## config.mk

```make
export PLATFORM = sky130hd
export DESIGN_NAME = search_window_loader
export DESIGN_NICKNAME = d
export VERILOG_FILES = /design/src/rtl/search_window_loader.sv
export SDC_FILE = /design/constraint.sdc
export NUM_CORES = 1
export LEC_CHECK = 0
export CAP_MARGIN = 5
export CORE_ASPECT_RATIO = 1.25
export CORE_MARGIN = 1.5
export CORE_UTILIZATION = 45
export DETAILED_ROUTE_END_ITERATION = 12
export GPL_ROUTABILITY_DRIVEN = 0
export PLACE_DENSITY = 0.71
export SYNTH_ARGS = -nofsm -noshare
export SYNTH_HDL_FRONTEND = slang
export SYNTH_SLANG_ARGS = --single-unit
```

## constraint.sdc

```tcl
create_clock -name in_clk -period 2.5 [get_ports in_clk]
set_clock_uncertainty 0.1 [all_clocks]
set_input_delay 0.375 -clock in_clk [delete_from_list [all_inputs] [get_ports in_clk]]
set_output_delay 0.375 -clock in_clk [all_outputs]
set_load 0.01 [all_outputs]
```

## src/rtl/search_window_loader.sv

```systemverilog
// Streams one WINDOW_SIZE x WINDOW_SIZE search window into the window memory.
// Optional abort input enabled by defining SWL_ABORT_EN.
module search_window_loader #(
    parameter int DATA_WIDTH  = 8,
    parameter int WINDOW_SIZE = 31,
    localparam int D  = WINDOW_SIZE * WINDOW_SIZE,
    localparam int AW = $clog2(D)
) (
    input  logic                  in_clk,
    input  logic                  in_rst_n,
    input  logic                  in_start,
    input  logic                  in_pixel_valid,
    input  logic [DATA_WIDTH-1:0] in_pixel_data,
    output logic                  out_pixel_ready,
    output logic                  out_write_en,
    output logic [AW-1:0]         out_write_addr,
    output logic [DATA_WIDTH-1:0] out_write_data,
    output logic                  out_busy,
    output logic                  out_done
`ifdef SWL_ABORT_EN
    ,
    input  logic                  in_abort
`endif
);

    localparam int CW = (WINDOW_SIZE > 1) ? $clog2(WINDOW_SIZE) : 1;

    typedef enum logic [1:0] {
        IDLE,
        LOAD,
        DONE
    } state_t;

    state_t        state;
    state_t        state_n;
    logic [AW-1:0] addr;
    logic [AW-1:0] addr_n;
    logic [CW-1:0] col;
    logic [CW-1:0] col_n;
    logic          accept;
    logic          last;
    logic          abort;

`ifdef SWL_ABORT_EN
    assign abort = in_abort;
`else
    assign abort = 1'b0;
`endif

    // Final pixel sits in the last column of the last row.
    assign last = (addr == AW'(D - 1)) && (col == CW'(WINDOW_SIZE - 1));

    always_comb begin
        state_n = state;
        addr_n  = addr;
        col_n   = col;
        accept  = 1'b0;
        unique case (state)
            IDLE: begin
                if (in_start) begin
                    state_n = LOAD;
                    addr_n  = '0;
                    col_n   = '0;
                end
            end
            LOAD: begin
                if (abort) begin
                    state_n = IDLE;
                    addr_n  = '0;
                    col_n   = '0;
                end else if (in_pixel_valid && out_pixel_ready) begin
                    accept = 1'b1;
                    if (last) begin
                        state_n = DONE;
                    end else begin
                        addr_n = addr + 1'b1;
                        col_n  = (col == CW'(WINDOW_SIZE - 1)) ? '0 : col + 1'b1;
                    end
                end
            end
            DONE: begin
                state_n = IDLE;
            end
            default: begin
                state_n = IDLE;
            end
        endcase
    end

    always_ff @(posedge in_clk or negedge in_rst_n) begin
        if (!in_rst_n) begin
            state           <= IDLE;
            addr            <= '0;
            col             <= '0;
            out_pixel_ready <= 1'b0;
            out_write_en    <= 1'b0;
            out_write_addr  <= '0;
            out_write_data  <= '0;
            out_busy        <= 1'b0;
            out_done        <= 1'b0;
        end else begin
            state           <= state_n;
            addr            <= addr_n;
            col             <= col_n;
            out_pixel_ready <= (state_n == LOAD);
            // Busy stays high through the done cycle.
            out_busy        <= (state_n != IDLE) || (state == DONE);
            out_done        <= (state == DONE);
            out_write_en    <= accept;
            if (accept) begin
                out_write_addr <= addr;
                out_write_data <= in_pixel_data;
            end
        end
    end

endmodule

```

==> metrics.md, run 1 <==
| Metric | Value |
|---|---|
| Static Leak | 0.00104 uW |
| Die height | around 73 microns |
| CTS resizes | 0 |
| Routed len/inst | 13.1 microns |
| Flop pwr share | a little under half |
| Clock Latency Late Sink | ~0.29 ns |
| Synth unique cells | 37 |
| Dpl hpwl | 2.59 mm |
| First-pass GRT wire length | ~6.2 mm |
| Post-Synth Adder-Cell Area | 2.82% |
| CP arrival | about 2.3 ns |
| Final Power | roughly 1900 uW |
| GRT overflow | 0 |
| WP data required | roughly 2.6 ns |
| Max-cap violations | 0 |
| CTS H-tree depth | 2 |
| Sw Share | 33.0% |
| Slew headroom | 42.9% |
| Post-synthesis mux area share | between 3 and 4% |
| GRT met2 Usage | between 30 and 40% |
| Reg2reg start | addr[0] |
| Synthesized net count | ~200 |
| Number of diodes | 0 |
| Buffers on Ports | 33 |
| Top cell type's share of synthesized area | about 55% |
| Maximum VDD drop | roughly 0.47 mV |
| Outcome | finished, final reports clean |
| DRC errors left | 0 |
| DRT Pass-1 Iters | 4 |
| Clk sink count | 39 |
| GR met3 Demand/Resource | 6.51% |
| Share of cells above drive strength 1 | under 10% |
| Hold Buf Count CTS | 0 |
| Clock Power Share | between 20% and 30% |
| Max Freq | between 400 and 500 MHz |
| First DRT Iteration DRCs | 53 |
| Root Buffer Master | clkbuf_8 |
| Net Sw Power | ~630 uW |
| Int Pwr | 1290 uW |
| Vias per inst | 5.16 |
| Clk slew on worst S/H paths | approximately 0.07 ns |
| Synth Register Bits | 39 |
| Register area share after synthesis | between 50% and 60% |
| Die Width | about 59 microns |
| Fin crit period | about 2.2 ns |
| Area post-placement | between 0.002 and 0.0025 sq mm |
| Syn Inst Count | between 150 and 200 |
| Die area | around 0.0043 sq mm |
| Post-synthesis compound-gate area fraction | 8.87% |
| R2R Setup Slk | roughly 0.26 ns |
| Layout area overhead | 26.7% |
| CTS Buf Count | 5 |
| Simple-Gate Fraction of Synth Area | between 20 and 25% |
| Crit share post-route | 89.6% |
| GR Util All Layers | 19.2% |
| IO Pins | 34 |
| CTS tree | built |
| Measured slew at the worst slew-check pin | around 0.86 ns |
| Number of global-route vias before repair | between 1000 and 1500 |
| CP Launch Type | flip-flop |
| Top Usage Layer GRT | met2 |
| Post-CTS Repair Setup Buffers | 0 |
| Synth Cell Area | 0.00178 sq mm |
| Post-route cell area | about 0.0023 sq mm |
| RSZ-0062 raised after global routing | false |
| Avg Cell Area, Syn | roughly 9.6 sq um |
| Most frequent cells in the layout | nand2_1 (60), dfrtp_1 (39), clkdlybuf4s50_1 (32), nor2_1 (8), nand3_1 (8) |
| Setup TNS | 0 ns |
| CP Launch Point | addr[0] |
| Grt met1 use | 21.7% |
| Hold slack | 0.0897 ns |
| Ranking of synthesized cells by area | dfrtp_1 (55%), nand2_1 (13%), ha_1 (2.8%), xnor2_1 (2.5%), mux2i_1 (2.3%) |
| # rows | 25 |
| ANT nets after route | 0 |
| # nets final | 238 |
| Initial antenna violation count | 0 |
| Max-slew violations | 0 |
| CTS Buffer Depth | 2 |
| Setup CP Type | reg -> reg |
| Post-Route WL | 3.64 mm |
| Final setup vio count | 0 |
| Initial core utilization | a little under half |
| Utilization after layout | about three fifths |
| Via count | ~1400 |
| Critical path peak fanout | 4 |
| Synth Warn # | 0 |
| Largest net degree at the start of global routing | 40 |
| Core Box Area | roughly 0.0038 sq mm |
| Commonest non-fill, non-tap cell in the layout | nand2_1 |
| Count of final hold-check violations | 0 |
| CP Capture Type | flip-flop |
| Largest family of logic cells by synthesized area | simple AND/OR/NAND/NOR gates |
| PwrDens | 855 mW/mm^2 |
| Hold Crit Class | in -> async |
| Combinational power share | ~31% |
| Yosys top cell by area | dfrtp_1 |
| Post-Synth XOR/XNOR Area | between 2 and 2.5% |
==> per-stage QoR <==
stage | setup WS, ns | std cells
5_1_grt | 0.0800 | 277
6_report | 0.259 | 277
3_5_place_dp | -0.00483 | 269
4_1_cts | 0.229 | 277
3_3_place_gp | 0.179 | 269
2_1_floorplan | 0.470 | 185
==> cell families after synthesis <==
logic type      count (synthesis)
simple gates                   96
flops                          39
compound gates                 23
buf+inv                        12
mux                             6
xor+xnor                        5
fa+ha+maj                       4
==> sequential cells by signal, indices dropped and copies added (netlist names) <==
register,flops
addr,10
out_write_addr,10
out_write_data,8
col,5
state,2
out_busy,1
out_done,1
out_pixel_ready,1
out_write_en,1
==> routing by layer <==
metal	wire length [microns]	up-vias
li1	-	696
met3	129	7
met5	0	-
met1	1490	695
met2	1950	32
met4	70	0
==> synthesized netlist by cell type <==
| master | number |
|---|---|
| a41oi_1 | 1 |
| xnor2_1 | 5 |
| clkinv_1 | 1 |
| inv_1 | 5 |
| nor2_1 | 8 |
| buf_1 | 1 |
| or3_1 | 2 |
| and3_2 | 1 |
| nor3_1 | 1 |
| a2111oi_0 | 3 |
| dfrtp_1 | 39 |
| nand4bb_1 | 1 |
| mux2_4 | 1 |
| a21oi_1 | 5 |
| mux2i_1 | 4 |
| or4_4 | 1 |
| o211ai_1 | 1 |
| nand2_1 | 60 |
| o21ai_0 | 6 |
| nand3_1 | 8 |
| nand4b_1 | 1 |
| a211oi_1 | 2 |
| o21a_1 | 1 |
| o211ai_2 | 1 |
| o2111ai_1 | 1 |
| nand4_1 | 2 |
| mux2_2 | 1 |
| and2_0 | 1 |
| ha_1 | 4 |
| or2_2 | 1 |
| or3b_1 | 2 |
| nor4_1 | 1 |
| clkbuf_1 | 5 |
| nor2b_1 | 3 |
| a22oi_1 | 1 |
| a21oi_2 | 1 |
| nand2b_1 | 3 |
==> power by group through the flow <==
stage,logic [uW],clock network [uW],registers [uW]
floorplan,320,0,937
global placement,579,0,919
detailed placement,607,0,929
CTS,608,416,919
global route,676,440,944
finish,598,409,918
==> final timing paths <==
kind / endpoint / cells after the start
worst min-delay path: out_busy / 1
max in group asynchronous: addr[2] / 1
worst min register to register: out_write_addr[7] / 2
min in group in_clk: out_write_addr[7] / 2
worst max register to register: col[4] / 6
worst max-delay path: col[4] / 6
==> area by class of cell <==
class	instances	area, sq um
tap	54	67.6
fill	333	1530
inverter	6	22.5
multi-input combinational	134	756
sequential	39	976
timing repair buffer	36	348
clock buffer	7	76.3
clock inverter	1	5.00
==> critical path, cell delays in order (launching register included) <==
cell       delay [ns]
dfrtp_1          0.40
inv_1            0.13
ha_1             0.16
or3b_1           0.37
nor4_1           0.47
a2111oi_0        0.20
mux2_2           0.30
(Power assumes the default switching activity.)
==> run 2: changes to the inputs <==
--- a/config.mk
+++ b/config.mk
@@ -6,12 +6,12 @@
 export NUM_CORES = 1
 export LEC_CHECK = 0
 export CAP_MARGIN = 5
-export CORE_ASPECT_RATIO = 1.25
+export CORE_ASPECT_RATIO = 0.8
 export CORE_MARGIN = 1.5
 export CORE_UTILIZATION = 45
 export DETAILED_ROUTE_END_ITERATION = 12
 export GPL_ROUTABILITY_DRIVEN = 0
-export PLACE_DENSITY = 0.71
+export PLACE_DENSITY = 0.73
 export SYNTH_ARGS = -nofsm -noshare
 export SYNTH_HDL_FRONTEND = slang
 export SYNTH_SLANG_ARGS = --single-unit
==> constraint.sdc (replaced) <==
create_clock -name in_clk -period 1.95 [get_ports in_clk]
set_clock_uncertainty 0.1 [all_clocks]
set_input_delay 0.2925 -clock in_clk [delete_from_list [all_inputs] [get_ports in_clk]]
set_output_delay 0.2925 -clock in_clk [all_outputs]
set_load 0.01 [all_outputs]
==> run 2 against run 1 <==
The run now ends with setup timing left. Clock power grew 47%. Critical endpoint is now addr[2]. Critical path depth is the same. Final cell count grew 9.0%. Fmax grew 12%. Setup slack lost 0.31 ns. Via count grew 3.1%. Global-route usage grew 2.1 points. Die area is the same. Power grew 45%.
==> metrics.md, run 2 (synthesis results as in run 1) <==
| Metric | Value |
|---|---|
| Outcome | finished, violations left |
| Failing checks | setup timing |
| Count of final hold-check violations | 0 (unchanged) |
| Setup CP Type | reg -> reg |
| Slew headroom | 72.8% (+30 points) |
| PwrDens | 1120 mW/mm^2 (+30%) |
| Die area | 0.00434 sq mm (unchanged) |
| CP arrival | 2.13 ns (-0.19 ns) |
| GRT overflow | 0 (unchanged) |
| Layout area overhead | 40.8% |
| CP Launch Type | flip-flop |
| Clk sink count | 39 (unchanged) |
| Commonest non-fill, non-tap cell in the layout | nand2_1 |
| Maximum VDD drop | 0.684 mV (+46%) |
| Measured slew at the worst slew-check pin | 0.398 ns (-0.459 ns) |
| Root Buffer Master | clkbuf_8 |
| CTS H-tree depth | 2 (unchanged) |
| DRT Pass-1 Iters | 4 (unchanged) |
| Final Power | 2790 uW (+45%) |
| Dpl hpwl | 2.73 mm (+5.2%) |
| Buffers on Ports | 33 (unchanged) |
| RSZ-0062 raised after global routing | true |
| Clk slew on worst S/H paths | 0.07 ns (about the same) |
| Biggest regs | addr (10), out_write_addr (10), out_write_data (8) |
| DRC errors left | 0 (unchanged) |
| Number of global-route vias before repair | 1485 (+4.2%) |
| Share of cells above drive strength 1 | 20.2% (+13 points) |
| IO Pins | 34 (unchanged) |
| Most frequent cells in the layout | nand2_1 (60), dfrtp_1 (39), clkdlybuf4s50_1 (32), buf_4 (25) |
| Initial antenna violation count | 0 (unchanged) |
| Placed cells | 290 (+7.8%) |
| Static Leak | 0.00117 uW (+12%) |
| Crit share post-route | 103% (+13 points) |
| CTS Buffer Depth | 2 (unchanged) |
| CP Capture Type | flip-flop |
| Post-Route WL | 3.80 mm (+4.5%) |
| Clock Latency Late Sink | 0.30 ns (about the same) |
| Largest net degree at the start of global routing | 20 (-50%) |
| Max-slew violations | 0 (unchanged) |
| Routed len/inst | 12.6 microns (-4.2%) |
| Vias per inst | 4.88 (-5.5%) |
| Final Non-Filler Cells | 302 (+9.0%) |
| CTS Buf Count | 5 (unchanged) |
| Fin crit period | 2.00 ns (-0.238 ns) |
| Core Box Area | 0.00378 sq mm (-0.17%) |
| Hold Crit Class | in -> async |
| Number of diodes | 0 (unchanged) |
| # rows | 20 (-20%) |
| CP Cell Sequence | inv_2 > ha_4 > or3b_4 > or4_4 > o211ai_2 > mux2i_1 |
| ANT nets after route | 0 (unchanged) |
| PnR worst setup slack | -0.0535 ns (-0.312 ns) |
| Worst Path Buf+Inv | 1 (unchanged) |
| CP max stage cell | or4_4 |
| Max-cap violations | 0 (unchanged) |
| Final setup vio count | 8 (+8) |
| GR Util All Layers | 21.3% (+2.1 points) |
| Crit-path leading delay family | simple AND/OR/NAND/NOR gates |
| Highest cell delay on the worst timing path | 0.47 ns (about the same) |
| Initial core utilization | 47.0% (+0.078 points) |
| CTS tree | built |
| Via count | 1474 (+3.1%) |
| First DRT Iteration DRCs | 53 (unchanged) |
| Die Width | 73.3 microns (+24%) |
| WP data required | 2.07 ns (-0.51 ns) |
| Die height | 59.2 microns (-19%) |
| # nets final | 262 (+10%) |
| Max Freq | 499 MHz (+12%) |
| Critical path peak fanout | 5 (+1) |
| First-pass GRT wire length | 6.91 mm (+12%) |
-- run 2: worst paths after layout --
check | depth (start not counted) | startpoint | endpoint | slack (ns)
hold / removal | 2 | in_rst_n | out_done | 0.34
setup / recovery | 6 | addr[1] | addr[2] | -0.05
hold reg to reg | 2 | out_write_addr[8] | out_write_addr[8] | 0.37
setup reg to reg | 6 | addr[1] | addr[2] | -0.05
max in group asynchronous | 3 | in_rst_n | out_write_addr[4] | 0.91
min in group in_clk | 2 | out_write_addr[8] | out_write_addr[8] | 0.37
-- run 2: layout make-up --
cell class,instances,area (sq um)
clock buffer,8,100
fill,320,1280
inverter,6,22.5
multi-input combinational,134,792
sequential,39,976
tap,55,68.8
timing repair buffer,60,543
-- run 2: timing repair --
item / CTS / global route
pin swaps: 3 / 1
setup buffers: 3 / 0
endpoints found under the setup margin: 10 / 13
hold endpoints to repair: 15 / 0
gates resized for setup: 3 / 7
hold buffers: 1 / 0
-- run 2: where the power goes --
| group | switching [uW] | internal, uW | leakage (uW) |
|---|---|---|---|
| clock network | 279 | 323 | 0.0000515 |
| logic | 440 | 589 | 0.000629 |
| registers | 156 | 1010 | 0.000490 |
-- run 2: per-layer routing --
metal / vias to the layer above / track usage [%] / wire length [microns]
met5: - / 0 / 0
met4: 0 / 5.66 / 41
met3: 7 / 7.31 / 209
met2: 35 / 31.9 / 1690
met1: 687 / 29.6 / 1860
li1: 745 / - / -
-- run 2: per-stage QoR --
| step | setup slack [ns] | setup TNS, ns | area [sq um] | util [%] | hold WS [ns] |
|---|---|---|---|---|---|
| 6_report | -0.0535 | -0.102 | 2500 | 66.2 | 0.343 |
| 5_1_grt | -0.166 | -1.07 | 2500 | 66.2 | 0.370 |
| 4_1_cts | -0.0717 | -0.168 | 2490 | 66.0 | 0.355 |
| 3_5_place_dp | -0.315 | -3.31 | 2350 | 62.2 | 0.127 |
| 3_3_place_gp | -0.223 | -2.42 | 2350 | 62.2 | 0.128 |
| 2_1_floorplan | -0.0306 | -0.107 | 1790 | - | -0.103 |
==> run 3: changes to the inputs <==
--- a/config.mk
+++ b/config.mk
@@ -12,6 +12,7 @@
 export DETAILED_ROUTE_END_ITERATION = 12
 export GPL_ROUTABILITY_DRIVEN = 0
 export PLACE_DENSITY = 0.73
+export SLEW_MARGIN = 20
 export SYNTH_ARGS = -nofsm -noshare
 export SYNTH_HDL_FRONTEND = slang
 export SYNTH_SLANG_ARGS = --single-unit
==> results of run 3 <==
No change in the layout: final DEF, timing and power equal those of run 2.
